### config.mk
export PLATFORM = sky130hd
export DESIGN_NAME = data_controller
export DESIGN_NICKNAME = d
export VERILOG_FILES = /design/src/rtl/data_controller.sv
export SDC_FILE = /design/constraint.sdc
export NUM_CORES = 1
export LEC_CHECK = 0
export ABC_AREA = 1
export CAP_MARGIN = 15
export CORE_MARGIN = 2
export CORE_UTILIZATION = 50
export DETAILED_ROUTE_END_ITERATION = 10
export DONT_BUFFER_PORTS = 1
export SYNTH_ARGS = -nofsm -noshare
export SYNTH_HDL_FRONTEND = slang
export SYNTH_SLANG_ARGS = --single-unit
export TNS_END_PERCENT = 30
### constraint.sdc
create_clock -name clk -period 18.5 [get_ports clk]
set_input_delay 0.925 -clock clk [delete_from_list [all_inputs] [get_ports clk]]
set_output_delay 0.925 -clock clk [all_outputs]
set_load 0.005 [all_outputs]
### src/rtl/data_controller.sv
// data_controller: preloads a feature-map slice into a small buffer, then streams tile descriptors.
module data_controller #(
  parameter int DATA_W  = 32,
  parameter int PRELOAD = 4,
  parameter int ADDR_W  = 16
) (
  input  logic              clk,
  input  logic              reset,
  input  logic [7:0]        block_width_i,
  input  logic [7:0]        block_height_i,
  input  logic [3:0]        data_id_i,
  input  logic              data_prepare_i,
  input  logic              data_start_i,
  output logic              data_ready_o,
  output logic              data_complete_o,
  output logic              mem_ren_o,
  output logic [ADDR_W-1:0] mem_addr_o,
  input  logic [DATA_W-1:0] mem_rdata_i,
  output logic              tile_valid_o,
  input  logic              tile_ready_i,
  output logic [7:0]        tile_row_o,
  output logic [7:0]        tile_col_o,
  output logic [DATA_W-1:0] tile_data_o
);
  localparam logic [3:0] PL = 4'(PRELOAD);
  typedef enum logic [2:0] {IDLE, LOAD, READY, STREAM, DONE} state_t;
  state_t state, state_n;
  logic [7:0] w_q, h_q, row_q, col_q;
  logic [3:0] id_q, k_q, idx_q;
  logic start_q, latch, accept, last_col, last_tile;
  logic [DATA_W-1:0] buf_q [16];
  always_comb begin
    latch     = (state == IDLE || state == DONE) && data_prepare_i;
    accept    = state == STREAM && tile_ready_i;
    last_col  = col_q == w_q - 8'd1;
    last_tile = last_col && row_q == h_q - 8'd1;
    state_n   = state;
    case (state)
      IDLE, DONE: state_n = data_prepare_i ? LOAD : state;
      LOAD:       state_n = k_q == PL ? READY : LOAD;
      READY:      state_n = data_start_i && !start_q ? STREAM : READY;
      STREAM:     state_n = accept && last_tile ? DONE : STREAM;
      default:    state_n = IDLE;
    endcase
  end
  always_ff @(posedge clk or posedge reset)
    if (reset) state <= IDLE;
    else state <= state_n;
  // k_q walks reads 0..PRELOAD-1; capture of read k lands one cycle later at buf[k_q-1]
  always_ff @(posedge clk or posedge reset)
    if (reset) begin
      {w_q, h_q, row_q, col_q, id_q, k_q, idx_q, start_q} <= '0;
      for (int i = 0; i < 16; i++) buf_q[i] <= '0;
    end else begin
      start_q <= data_start_i;
      if (latch) begin
        w_q  <= block_width_i == 8'd0 ? 8'd1 : block_width_i;
        h_q  <= block_height_i == 8'd0 ? 8'd1 : block_height_i;
        id_q <= data_id_i;
        k_q  <= '0;
      end
      if (state == LOAD && k_q != PL) k_q <= k_q + 4'd1;
      if (state == LOAD && k_q != 4'd0) buf_q[k_q-4'd1] <= mem_rdata_i;
      if (accept) begin
        col_q <= last_col ? 8'd0 : col_q + 8'd1;
        row_q <= last_tile ? 8'd0 : last_col ? row_q + 8'd1 : row_q;
        idx_q <= last_tile || idx_q == PL - 4'd1 ? 4'd0 : idx_q + 4'd1;
      end
    end
  assign data_ready_o    = state == READY;
  assign data_complete_o = state == DONE;
  assign mem_ren_o       = state == LOAD && k_q < PL;
  assign mem_addr_o      = mem_ren_o ? {id_q, {(ADDR_W-4){1'b0}}} + ADDR_W'(k_q) : '0;
  assign tile_valid_o    = state == STREAM;
  assign tile_row_o      = tile_valid_o ? row_q : '0;
  assign tile_col_o      = tile_valid_o ? col_q : '0;
  assign tile_data_o     = tile_valid_o ? buf_q[idx_q] : '0;
endmodule

Word-level counts from Yosys, hierarchy flattened

Cells that the tools add are included.

Register bits: 560
Bits of input ports: 57
Output and inout port bits: 68

Add/sub/neg operators: 8
Magnitude comparators: 4
Equal/unequal tests: 10
Mux-type cells: 23
Bitwise gates (word level): 2
Reduce and logical (&&, ||, !) cells: 20

Operators with widths:

| operator                                                   | number |
|---|---|
| bitwise mux 512 bit                                        | 1 |
| binary-select mux 32 bit (select 4 bit)                    | 1 |
| demux 32 bit (select 4 bit)                                | 1 |
| two-way mux 32 bit                                         | 4 |
| two-way mux 8 bit                                          | 7 |
| adder 16 x 4 -> 16 bit                                     | 1 |
| adder 8 x 1 -> 8 bit, second input constant                | 2 |
| == test 8 bit                                              | 2 |
| logical NOT 8 bit                                          | 2 |
| two-way mux 16 bit                                         | 1 |
| subtractor 8 x 1 -> 8 bit, second input constant           | 2 |
| two-way mux 4 bit                                          | 3 |
| case mux 3 bit (4 select lines)                            | 1 |
| >= comparator 5 bit, second input constant                 | 2 |
| NOT 4 -> 5 bit                                             | 2 |
| logical AND 1 bit                                          | 9 |
| adder 4 x 1 -> 4 bit, second input constant                | 2 |
| == test 3 x 2 -> 1 bit, second input constant              | 2 |
| two-way mux 3 bit                                          | 2 |
| less-than comparator 5 x 1 -> 1 bit, second input constant | 1 |
| == test 4 x 2 -> 1 bit, second input constant              | 1 |
| == test 4 x 3 -> 1 bit, second input constant              | 1 |
| less-than comparator 4 x 3 -> 1 bit, second input constant | 1 |
| != test 4 x 3 -> 1 bit, second input constant              | 1 |
| 13 further kinds                                           | 15 |

Longest topological paths before layout

Gate-level depths: netlist of the first run.

Depth in word-level cells: 7
Mapped depth: 14
Depth with buffers taken out: 14

Least setup slack after synthesis of the first run

OpenSTA, ideal clock, no wires.

Path type: reg2out
From: reg idx_q[1]
To: out tile_data_o[1]
Arrival: 1685 ps
Required time: 17575 ps
Setup slack: 15890 ps
Cell stages (with the launch flop): 9
Buffers on the path: 3
Cell sequence: dfrtp_1 clkbuf_1 clkinv_1 clkbuf_1 clkbuf_1 o21ai_0 o21ai_0 nand2_1 a31oi_1

Longest elaborated chain between the ends: 5

RTL lines:

| item                                                  | line | text |
|---|---|---|
| from (decl)                                           | 29   | `logic [3:0] id_q, k_q, idx_q;` |
| from (signal assigned)                                | 67   | `idx_q <= last_tile \|\| idx_q == PL - 4'd1 ? 4'd0 : idx_q + 4'd1;` |
| NOT 4 -> 5 bit (implied by the code)                  | 77   | `assign tile_data_o = tile_valid_o ? buf_q[idx_q] : '0;` |
| binary-select mux 32 bit (select 4 bit)               | 77   |  |
| two-way mux 32 bit (implied by the code) (2 in a row) | 77   |  |
| two-way mux 32 bit                                    | 77   |  |
| to (decl)                                             | 23   | `output logic [DATA_W-1:0] tile_data_o` |

No other way between the ends. The select of a mux whose other input is x is not followed.

Worst setup path after layout of the first run

From: reg idx_q[0]
To: out tile_data_o[14]

Same word-level chain as after synthesis.

==> flow_metrics.env, run 1 <==
export IMPL_htree_num_levels=2
export IMPL_gr_total_overflow=0
export IMPL_crit_slowest_cell="dfrtp_4"
export IMPL_die_y_um=233
export IMPL_cts_tree="yes"
export IMPL_status="finished, final reports clean"
export IMPL_ys_warn_count=0
export IMPL_ys_seq_area_share_pct=53.6
export IMPL_finalSetupTns_ps=0
export IMPL_pwr_density_cell_mw_per_mm2=177
export IMPL_root_buffer="clkbuf_16"
export IMPL_regToRegEndpoint="row_q[0]"
export IMPL_r2r_cells=10
export IMPL_numCtsBuffers=61
export IMPL_worst_slew_pin_slew_ps=1090
export IMPL_syn_to_final_growth_pct=8.23
export IMPL_grt_pass1_wl_um=115000
export IMPL_end_kind="primary output"
export IMPL_synth_area_per_cell_um2=8.11
export IMPL_drv_cap=0
export IMPL_crit_type="register to primary output"
export IMPL_finalSetupViolCount=0
export IMPL_fin_nets=3165
export IMPL_port_buffers=0
export IMPL_fmax_mhz=197
export IMPL_routedWlPerCell_um=18.9
export IMPL_hpwl_um=39800
export IMPL_drive_gt1_share_pct=5.16
export IMPL_dieArea_mm2=0.0541
export IMPL_finClkSkew_ps=17.5
export IMPL_hold_viol=0
export IMPL_syn_inst=3225
export IMPL_drtIter0Drc=1706
export IMPL_antenna_found_initial=0
export IMPL_cts_buffer_depth=3
export IMPL_peakVddDrop_uv=88.0
export IMPL_ys_types=33
export IMPL_gp_congestion=0.843
export IMPL_core_mm2=0.0515
export IMPL_grt_max_degree=127
export IMPL_grt_pass1_vias=20400
export IMPL_syn_area_mm2=0.0261
export IMPL_worst_hold_slack_ps=249
export IMPL_num_io_pins=125
export IMPL_p_leak_uw=0.0122
export IMPL_max_stage_delay_ps=980
export IMPL_ys_ff_latch=560
export IMPL_setup_slack_ps=13410
export IMPL_cts_setup_buffers=0
export IMPL_worstPathArrival_ps=4160
export IMPL_drt_pass1_iter_count=6
export IMPL_clk_latency_ps=630
export IMPL_fillers=4835
export IMPL_postRouteAntennaNets=0
export IMPL_cts_hold_buffers_added=0
export IMPL_required_ps=17570
export IMPL_cp_max_fo=110
export IMPL_drt_wl_total_um=72200
export IMPL_rrSetupSlack_ps=14970
export IMPL_vias=21300
export IMPL_vias_per_cell=5.57
export IMPL_post_route_drc_count=0
export IMPL_die_width_um=233
export IMPL_cp_cell_sequence="buf_4, buf_4, o21ai_0, o21ai_0, o211ai_1, a31oi_1"
export IMPL_clk_pin_slew_ps=60
export IMPL_finalCriticalPeriod_ps=5090
export IMPL_min_path_type="input port to async pin"
export IMPL_place_ws_ps=14080
export IMPL_std_cell_rows=83
export IMPL_slew_violations=0
export IMPL_rsz0062_at_grt="no"
export IMPL_cts_sinks=560
export IMPL_post_route_period_util_pct=27.5
export IMPL_crit_family="buffers and inverters"
export IMPL_worst_path_buf_inv=2
export IMPL_cts_resized=0
export IMPL_r2r_start="state[2]"
export IMPL_grt_use_total_pct=27.3
export IMPL_max_slew_margin_rel_pct=27.2
export IMPL_start_kind="register"
export IMPL_initial_core_util_pct=50.8
export IMPL_num_antenna_cells=0
kinds of logic after synthesis:
| group | synth area share, % |
|---|---|
| AOI/OAI and AO/OA | 21.0 |
| xor gates and xnor gates | 0.703 |
| adders and majority gates | 0.526 |
| buffers and inverters | 8.23 |
| DFF | 53.6 |
| muxes | 0.172 |
| other | 0.0143 |
| and+or+nand+nor | 15.8 |
worst max-delay path by stage:
stage                     startpoint               to  slack (ps)  depth (start not counted)
after floorplan                reset         buf_q[0]        1910                          1
after global placement      idx_q[0]  tile_data_o[14]       14110                          6
after detailed placement    idx_q[0]  tile_data_o[14]       14080                          6
after CTS                   idx_q[0]  tile_data_o[14]       13390                          6
after global routing        idx_q[0]  tile_data_o[14]       13020                          6
final                       idx_q[0]  tile_data_o[14]       13410                          6
flip-flops by register name, summed over array words and instances, names as in the netlist:
register and count:
idx_q 4, row_q 8, h_q 8, id_q 4
col_q 8, state 3, start_q 1, k_q 4
w_q 8, buf_q 512
power breakdown:
| group | internal (µW) | switching, µW | leakage (µW) |
|---|---|---|---|
| sequential | 1750 | 264 | 0.00594 |
| clock | 688 | 492 | 0.000946 |
| combinational | 591 | 1210 | 0.00532 |
worst reg2reg max path, stage by stage, from the launching register on:
cell     delay [ps]
dfrtp_1         420
inv_1           100
nand3_2         660
buf_4           590
inv_1           220
nand2_1         120
inv_1           530
nand2_1         440
nor2_1          230
nor2_1           60
nor2_1           90
cell usage in the layout (no fill, tap or decap), drive strengths merged:
| cell type | netlist | final |
|---|---|---|
| dfrtp | 560 | 560 |
| o21ai | 555 | 555 |
| nand2 | 472 | 472 |
| a21oi | 435 | 435 |
| nor2 | 397 | 397 |
| inv | 280 | 283 |
| nand3 | 121 | 121 |
| clkbuf | 155 | 89 |
| buf | 81 | 36 |
| clkinv | 27 | 35 |
| a31oi | 34 | 34 |
| o211ai | 31 | 31 |
| nand4 | 19 | 19 |
| xor2 | 17 | 17 |
| ha | 11 | 11 |
| conb | 1 | 10 |
| o22ai | 9 | 9 |
| nor3 | 7 | 7 |
| xnor2 | 4 | 4 |
| mux2 | 4 | 4 |
| nor4 | 3 | 3 |
| bufinv | 0 | 2 |
| nand3b | 1 | 1 |
| a211oi | 1 | 1 |
| clkinvlp | 0 | 1 |
cell usage after synthesis, drive strengths merged:
| cell | n | share of area, % |
|---|---|---|
| a211oi | 1 | 0.029 |
| a21oi | 435 | 8.3 |
| a31oi | 34 | 0.87 |
| buf | 81 | 1.6 |
| clkbuf | 155 | 2.3 |
| clkinv | 27 | 0.39 |
| conb | 1 | 0.014 |
| dfrtp | 560 | 54 |
| ha | 11 | 0.53 |
| inv | 280 | 4.0 |
| mux2 | 4 | 0.17 |
| nand2 | 472 | 6.8 |
| nand3 | 121 | 2.3 |
| nand3b | 1 | 0.029 |
| nand4 | 19 | 0.45 |
| nor2 | 397 | 6.0 |
| nor3 | 7 | 0.15 |
| nor4 | 3 | 0.072 |
| o211ai | 31 | 0.89 |
| o21ai | 555 | 11 |
| o22ai | 9 | 0.22 |
| xnor2 | 4 | 0.13 |
| xor2 | 17 | 0.57 |
through the flow:
stage                     std cells  total power (µW)  area (µm²)  utilization [%]
after floorplan                3234              3350       26200                -
final                          3817              5000       28300             54.9
after detailed placement       3714              3840       26400             51.2
after global placement         3714              3770       26400             51.2
after CTS                      3817              5030       28300             54.9
after global routing           3817              5420       28300             54.9
cell type report:
cell class / count / area, µm² / area share (%)
Clock buffer: 89 / 1780 / 6.30
Timing Repair Buffer: 36 / 270 / 0.955
Tap cell: 680 / 851 / 3.01
Multi-Input combinational cell: 2131 / 10100 / 35.6
Sequential cell: 560 / 14000 / 49.6
Clock inverter: 14 / 130 / 0.460
Inverter: 307 / 1160 / 4.12
routing by layer:
layer / global-route usage, % / up-vias / share of wire [%]
met1: 36.3 / 10200 / 44
met5: 0 / - / 0
met3: 4.74 / 124 / 6.1
met4: 7.90 / 0 / 2.4
met2: 45.9 / 594 / 48
li1: - / 10300 / -
Note: power is estimated with default switching activity, not from simulation.
==> inputs of run 2 (changes only) <==
clock period = 4.95 ns   (was 18.5 ns; I/O delays follow)
==> run 2 against run 1 <==
Compared with the run above:
- non-clock buffer count is 65 higher
- total power grew to 3.8 times the previous value
- die area stayed put
- combinational power rose to 3.8 times the previous value
- count of clock-buffer cells in the layout up 2
- global-route usage rose by 0.092 points
- first-iteration DRC count grew 12%
- worst setup slack worse by 12000 ps
- critical endpoint is now tile_data_o[2]
- highest routed layer is now met5
==> flow_metrics.env, run 2 (synthesis results as in run 1) <==
export IMPL_status="finished, final reports clean"
export IMPL_vias_per_cell=5.55
export IMPL_syn_to_final_growth_pct=10.9
export IMPL_core_mm2=0.0515
export IMPL_die_y_um=233
export IMPL_cp_max_fo=91
export IMPL_post_route_period_util_pct=72.6
export IMPL_crit_path_start="idx_q[1]"
export IMPL_hp_start="data_prepare_i"
export IMPL_hold_viol=0
export IMPL_cts_sinks=560
export IMPL_drt_pass1_iter_count=7
export IMPL_root_buffer="clkbuf_16"
export IMPL_finalSetupViolCount=0
export IMPL_vias=21600
export IMPL_peakVddDrop_uv=775
export IMPL_fmax_mhz=278
export IMPL_finalSetupTns_ps=0
export IMPL_die_width_um=233
export IMPL_cts_resized=0
export IMPL_finalCriticalPeriod_ps=3600
export IMPL_setup_slack_ps=1350
export IMPL_num_io_pins=125
export IMPL_max_slew_margin_rel_pct=20.4
export IMPL_finClkSkew_ps=10.6
export IMPL_worst_hold_slack_ps=90.4
export IMPL_dieArea_mm2=0.0541
export IMPL_p_leak_uw=0.0125
export IMPL_clk_latency_ps=630
export IMPL_worst_slew_pin_slew_ps=1190
export IMPL_largest_reg_flops=512
export IMPL_final_common_cell="dfrtp_1"
export IMPL_drv_cap=0
export IMPL_gr_total_overflow=0
export IMPL_place_ws_ps=1780
export IMPL_gp_congestion=0.814
export IMPL_rsz0062_at_grt="no"
export IMPL_port_buffers=0
export IMPL_pwr_density_cell_mw_per_mm2=648
export IMPL_grt_pass1_wl_um=116000
export IMPL_cts_tree="yes"
export IMPL_required_ps=4700
export IMPL_crit_slowest_cell="inv_4"
export IMPL_drive_gt1_share_pct=5.43
export IMPL_hpwl_um=42100
export IMPL_postRouteAntennaNets=0
export IMPL_fin_nets=3228
export IMPL_grt_pass1_vias=20600
export IMPL_antenna_found_initial=2
export IMPL_worstPathArrival_ps=3350
export IMPL_numCtsBuffers=59
export IMPL_std_cell_rows=83
export IMPL_initial_core_util_pct=50.8
export IMPL_end_kind="primary output"
export IMPL_grt_max_degree=264
export IMPL_start_kind="register"
export IMPL_clk_pin_slew_ps=60
export IMPL_max_stage_delay_ps=880
export IMPL_layout_common_cells="dfrtp_1, o21ai_0, nand2_1"
export IMPL_post_route_drc_count=0
export IMPL_placed_cell_area_mm2=0.0265
export IMPL_final_core_utilization_pct=56.3
export IMPL_crit_top_cell="o21ai_0"
export IMPL_cts_buffer_depth=3
export IMPL_drtIter0Drc=1918
export IMPL_crit_type="register to primary output"
export IMPL_cp_cell_sequence="inv_4, buf_4, o21ai_0, o21ai_0, nand2_1, a31oi_1"
export IMPL_slew_violations=0
export IMPL_regMostFlops="buf_q"
export IMPL_drt_wl_total_um=73200
export IMPL_min_path_type="input port to register"
export IMPL_routedWlPerCell_um=18.8
export IMPL_grt_use_total_pct=27.4
export IMPL_htree_num_levels=2
export IMPL_finish_instance_area_mm2=0.0290
export IMPL_r2r_start="k_q[0]"
run 2: cell count changes in the layout (fill, tap and decap cells not counted), sizes merged:
cell         delta
dlygate4sd3    +56
buf             +9
clkinv          +3
clkbuf          +2
diode           +2
inv             -2
run 2: area by class of cell:
cell class / count / area (µm²)
Antenna cell: 2 / 5.00
Clock buffer: 91 / 1780
Clock inverter: 15 / 140
Fill cell: 4827 / 22500
Inverter: 307 / 1160
Multi-Input combinational cell: 2131 / 10100
Sequential cell: 560 / 14000
Tap cell: 680 / 851
Timing Repair Buffer: 101 / 956
run 2: what timing repair did:
item | CTS | global route
hold buffers | 56 | 0
buffers inserted | 0 | 0
hold endpoints to repair | 545 | 0
run 2: critical path: cells and delay by family (launching register included):
family | cells | cell delay (ps)
buffers and inverters | 2 | 1260
and+or+nand+nor | 1 | 60
DFF | 1 | 720
AOI/OAI and AO/OA | 3 | 660
run 2: report_power, final:
group | internal [µW] | switching [µW] | total, µW
Clock | 2560 | 1840 | 4390
Combinational | 2270 | 4610 | 6880
Sequential | 6540 | 979 | 7520
run 2: metal layers:
metal	up-vias	global-route usage (%)	part of all wire, %
li1	10500	-	-
met1	10500	38.1	45
met2	546	45.1	48
met3	103	3.71	5.4
met4	2	7.56	2.3
met5	-	0	0.018
run 2: stage by stage:
step / instances / total power, µW
6_report: 3887 / 18800
5_1_grt: 3886 / 20300
4_1_cts: 3884 / 18900
3_5_place_dp: 3722 / 14400
3_3_place_gp: 3722 / 14200
2_1_floorplan: 3234 / 12500
run 2: path summary, 6_finish.rpt:
check / slack (ps) / cells after the start / to
max: 1350 / 6 / tile_data_o[2]
min: 90 / 4 / w_q[2]
max reg2reg: 1670 / 10 / buf_q[315]
min reg2reg: 480 / 2 / buf_q[331]
max in group asynchronous: 3430 / 3 / buf_q[108]
min in group asynchronous: 180 / 2 / buf_q[150]
